File: src/rtl/jk_bank_pkg.sv
// Shared types for the JK bank arbiter: JK op encoding, FSM states, requester ids.
package jk_bank_pkg;

    // JK op encoding: bit 1 drives j, bit 0 drives k.
    typedef enum logic [1:0] {
        OP_HOLD   = 2'b00,
        OP_RESET  = 2'b01,
        OP_SET    = 2'b10,
        OP_TOGGLE = 2'b11
    } jk_op_t;

    // Command sequencer states; exactly one command may be in flight.
    typedef enum logic [1:0] {
        ST_IDLE  = 2'b00,
        ST_APPLY = 2'b01,
        ST_DONE  = 2'b10
    } jk_state_t;

    localparam logic REQ_A = 1'b0;
    localparam logic REQ_B = 1'b1;

endpackage

File: src/rtl/jk_ff_cell.sv
// Single JK flip-flop with asynchronous active-low reset.
module jk_ff_cell (
    input  logic clk,
    input  logic reset_n,
    input  logic j,
    input  logic k,
    output logic q
);

    // JK update: 00 hold, 01 clear, 10 set, 11 invert.
    always_ff @(posedge clk or negedge reset_n) begin
        if (!reset_n) begin
            q <= 1'b0;
        end else begin
            case ({j, k})
                2'b01:   q <= 1'b0;
                2'b10:   q <= 1'b1;
                2'b11:   q <= ~q;
                default: q <= q;
            endcase
        end
    end

endmodule

File: src/rtl/jk_bank_arbiter.sv
// Round-robin arbiter giving requesters A and B exclusive, sequenced access
// to a bank of N JK flip-flops.
//
// Handshake: a command transfers on a rising edge where valid and ready are
// both high. ready is only raised in IDLE and only for the single granted
// requester; a requester keeps valid/idx/op stable until it sees ready, so a
// low ready never loses a request.
module jk_bank_arbiter
    import jk_bank_pkg::*;
#(
    parameter int N  = 8,
    parameter int IW = $clog2(N)
) (
    input  logic          clk,
    input  logic          reset_n,
    input  logic          a_valid,
    input  logic          b_valid,
    output logic          a_ready,
    output logic          b_ready,
    input  logic [IW-1:0] a_idx,
    input  logic [IW-1:0] b_idx,
    input  logic [1:0]    a_op,
    input  logic [1:0]    b_op,
    output logic [N-1:0]  q,
    output logic          done,
    output logic          done_id,
    output jk_state_t     state_dbg
);

    jk_state_t     state;
    jk_state_t     state_nxt;
    logic          grant_a;
    logic          grant_b;
    logic          prefer_b;   // round-robin pointer: 1 when B wins a tie
    logic          owner;      // requester of the command in flight
    logic [IW-1:0] cap_idx;
    jk_op_t        cap_op;
    logic [N-1:0]  j_vec;
    logic [N-1:0]  k_vec;

    // State register.
    always_ff @(posedge clk or negedge reset_n) begin
        if (!reset_n) begin
            state <= ST_IDLE;
        end else begin
            state <= state_nxt;
        end
    end

    // Grant selection and next-state; ready is held low while in reset.
    always_comb begin
        state_nxt = state;
        grant_a   = 1'b0;
        grant_b   = 1'b0;
        case (state)
            ST_IDLE: begin
                if (reset_n && a_valid && (!b_valid || !prefer_b)) begin
                    grant_a = 1'b1;
                end else if (reset_n && b_valid) begin
                    grant_b = 1'b1;
                end
                if (grant_a || grant_b) begin
                    state_nxt = ST_APPLY;
                end
            end
            ST_APPLY: state_nxt = ST_DONE;
            ST_DONE:  state_nxt = ST_IDLE;
            default:  state_nxt = ST_IDLE;
        endcase
    end

    // Capture the granted command and advance the round-robin pointer.
    always_ff @(posedge clk or negedge reset_n) begin
        if (!reset_n) begin
            cap_idx  <= '0;
            cap_op   <= OP_HOLD;
            owner    <= REQ_A;
            prefer_b <= 1'b0;
        end else if (grant_a) begin
            cap_idx  <= a_idx;
            cap_op   <= jk_op_t'(a_op);
            owner    <= REQ_A;
            prefer_b <= 1'b1;
        end else if (grant_b) begin
            cap_idx  <= b_idx;
            cap_op   <= jk_op_t'(b_op);
            owner    <= REQ_B;
            prefer_b <= 1'b0;
        end
    end

    assign a_ready   = grant_a;
    assign b_ready   = grant_b;
    assign done      = (state == ST_DONE);
    assign done_id   = done & owner;
    assign state_dbg = state;

    // One JK cell per bank bit; only the captured index sees a non-hold op,
    // and only for the single APPLY cycle. An index >= N matches no cell.
    for (genvar g = 0; g < N; g++) begin : g_cell
        assign j_vec[g] = (state == ST_APPLY) && (cap_idx == IW'(g)) && cap_op[1];
        assign k_vec[g] = (state == ST_APPLY) && (cap_idx == IW'(g)) && cap_op[0];

        jk_ff_cell u_cell (
            .clk     (clk),
            .reset_n (reset_n),
            .j       (j_vec[g]),
            .k       (k_vec[g]),
            .q       (q[g])
        );
    end

endmodule

File: config.mk
export PLATFORM = sky130hd
export DESIGN_NAME = jk_bank_arbiter
export DESIGN_NICKNAME = d
export VERILOG_FILES = /design/src/rtl/jk_bank_pkg.sv /design/src/rtl/jk_ff_cell.sv /design/src/rtl/jk_bank_arbiter.sv
export SDC_FILE = /design/constraint.sdc
export NUM_CORES = 1
export LEC_CHECK = 0
export CAP_MARGIN = 15
export CELL_PAD_IN_SITES_DETAIL_PLACEMENT = 0
export CELL_PAD_IN_SITES_GLOBAL_PLACEMENT = 1
export CORE_MARGIN = 4
export CORE_UTILIZATION = 30
export CTS_CLUSTER_DIAMETER = 40
export DETAILED_ROUTE_END_ITERATION = 12
export MAX_ROUTING_LAYER = met4
export PLACE_DENSITY = 0.74
export SYNTH_ARGS = -nofsm -noshare
export SYNTH_HDL_FRONTEND = slang
export SYNTH_SLANG_ARGS = --single-unit
File: constraint.sdc
create_clock -name clk -period 1.2 [get_ports clk]
set_input_delay 0.24 -clock clk [delete_from_list [all_inputs] [get_ports clk]]
set_output_delay 0.24 -clock clk [all_outputs]
set_load 0.01 [all_outputs]
==> metrics <==
total power 2.503 mW; clk buf depth 2; worst skew pair latency 0.29 ns; post-synthesis cell type count 22; Power Dens Cells 1667 nW/um^2; clock sink count 17; Via density 5.088; failing checks negative setup slack; DRT Wirelength 2366 microns; Worst Clk Skew 0.001000 ns; most used cell, CP buf_6; Reg2Reg Setup Slack -0.22 ns; clock buffer count from CTS 3; LEAKAGE 0.6731 nW; Critical Path AT 1.35 ns; Slew HR 70.16%; cell row count 18; crit end category primary output; worst reg2reg path startpoint state_dbg[0]$_DFFE_PN0P_; dpl cells 134; Tightest Pin Transition 0.4466 ns; largest net degree at the start of global routing 18; Final Instance Count excl. Fillers 159; Syn Nets 89; Routed Antenna Nets 0; gpl congestion 0.7826; CP endpoint a_ready; Hold Path Class primary input to async pin; setup_tns -3.708 ns; max frequency 627.5 MHz; post-synthesis average cell area 11.28 sq um; commonest non-fill, non-tap cell in the layout buf_4; register area share after synthesis 50.30%; die width 61.10 microns; drt first pass iters 4; GRT Total Usage 14.37%; peak supply drop 1.068 mV; Post-Syn Instances 75; reg-to-reg endpoint prefer_b$_DFFE_PN0P_; I/O pin total 28; unrepaired setup endpoints after global routing true; DRC 0; post-layout min period 1.594 ns; crit path max-delay cell type dfrtp_2; first-pass GRT wire length 3808 microns; Final Worst Setup Slack -0.3936 ns; CP startpoint state_dbg[0]$_DFFE_PN0P_; HPWL Detailed 1531 microns; Req. time, crit path 0.96 ns; CP max stage delay 0.43 ns; Hold Vio Cnt, Final 0; reported max-cap violation count 0; Port Buf Inserts 27; Initial Util 32.66%; CP Launch Type register; Clk pin slew, worst setup/hold paths 0.09 ns; GR Overflow Total 0; Max Slew Vio Count 0; CTS tree built; Final Util 57.97%; kind of critical path register to primary output; Clock H-tree levels 1; Reg2Reg Depth 6; vias in the first global route 829; core footprint 2590 sq um; Cell Chain, Critical Path buf_6 -> nor3b_4 -> and3_4 -> buf_6; number of diodes 0; most frequent cells in the layout buf_4, dfrtp_1, buf_6; CP Max Fanout 3; status finished, violations left; period utilization 132.8%; synthesis-to-finish area growth 77.51%; fraction of layout cells with a size suffix above 1 51.16%; Vias 809; Root Buffer clkbuf_4; synth warn 0; initial antenna violation count 0; final-report setup violation count 22; Seq cells post-synth 17; Cell Area, Synth 845.8 sq um; Die Height 61.10 microns; die area 3733 sq um; Place WS -0.7460 ns; Fill cells 230; Avg WL per Cell 14.88 microns; DRT iter0 DRCs 13; final net count 144
==> Yosys cell counts (all sizes together) <==
| cell | n | area [sq um] |
|---|---|---|
| nand4bb | 1 | 11.26 |
| buf | 9 | 65.06 |
| and2 | 1 | 6.260 |
| inv | 1 | 3.750 |
| nor3b | 6 | 50.05 |
| a41oi | 4 | 35.03 |
| dfrtp | 17 | 425.4 |
| nor4b | 1 | 15.01 |
| and4bb | 2 | 25.02 |
| a22o | 1 | 8.760 |
| a21oi | 5 | 25.02 |
| a221o | 5 | 50.05 |
| o21ai | 1 | 5.000 |
| and4b | 1 | 10.01 |
| clkbuf | 3 | 11.26 |
| nand2 | 1 | 3.750 |
| a31oi | 8 | 50.05 |
| and3 | 1 | 6.260 |
| nor2b | 5 | 31.28 |
| nor2 | 2 | 7.510 |
==> state kept, by name, indices dropped and copies added (netlist names) <==
register         count
state_dbg            2
g_cell.u_cell.q      8
prefer_b             1
cap_op               2
owner                1
cap_idx              3
==> metrics by stage <==
step / instance area (sq um) / hold WS [ns]
2_1_floorplan: 868.3 / -0.05559
3_5_place_dp: 1197 / 0.4797
6_report: 1501 / 0.1771
3_3_place_gp: 1197 / 0.4677
5_1_grt: 1501 / 0.2045
4_1_cts: 1395 / 0.1817
==> layer usage <==
| layer | part of all wire [%] | global-route usage (%) | wire length, microns | vias up |
|---|---|---|---|---|
| met5 | 0 | - | 0 | - |
| met4 | 1.6 | 3.715 | 39 | 0 |
| met3 | 5.8 | 3.983 | 137 | 6 |
| met2 | 51 | 23.56 | 1202 | 28 |
| met1 | 42 | 17.39 | 986 | 383 |
| li1 | - | - | - | 392 |
==> how the worst min path moves through the flow <==
stage,startpoint,end,slack (ns),cells after the start
3_5_place_dp,g_cell[4].u_cell.q$_DFFE_PN0P_,g_cell[4].u_cell.q$_DFFE_PN0P_,0.48,1
3_3_place_gp,g_cell[0].u_cell.q$_DFFE_PN0P_,g_cell[0].u_cell.q$_DFFE_PN0P_,0.47,1
2_1_floorplan,reset_n,cap_idx[0]$_DFFE_PN0P_,-0.06,0
6_report,reset_n,g_cell[7].u_cell.q$_DFFE_PN0P_,0.18,2
5_1_grt,reset_n,g_cell[7].u_cell.q$_DFFE_PN0P_,0.20,2
4_1_cts,reset_n,g_cell[7].u_cell.q$_DFFE_PN0P_,0.18,2
==> critical path, delay by kind of cell (launching register included) <==
family / cells / cell delay, ns
buffers and inverters: 2 / 0.23
AND/OR/NAND/NOR: 2 / 0.41
flip-flops: 1 / 0.43
==> cell families after synthesis <==
logic type,Yosys count,share of synthesized area [%]
compound gates,24,20.56
buf+inv,13,9.467
simple gates,21,19.67
flops,17,50.30
==> final cells by class <==
class                           instances  area [sq um]  area share (%)
Clock buffer                            4         26.28           1.750
Inverter                                1         3.754          0.2500
Multi-Input combinational cell         45         439.2           29.25
Sequential cell                        17         427.9           28.50
Tap cell                               30         37.54           2.500
Timing Repair Buffer                   62         566.8           37.75
==> timing repair <==
item                                    in CTS  in global routing
setup buffers                               14                  8
endpoints found under the hold margin        0                  0
resized for setup                           52                 18
hold buffers                                 0                  0
endpoints found under the setup margin      27                 29
pin swaps                                   10                  4
==> report_power, final <==
group / internal (mW) / switching (mW) / total (mW)
Clock: 0.129 / 0.174 / 0.304
Combinational: 0.764 / 0.488 / 1.25
Sequential: 0.777 / 0.171 / 0.948
Total: 1.67 / 0.833 / 2.50
(Power assumes the default switching activity.)
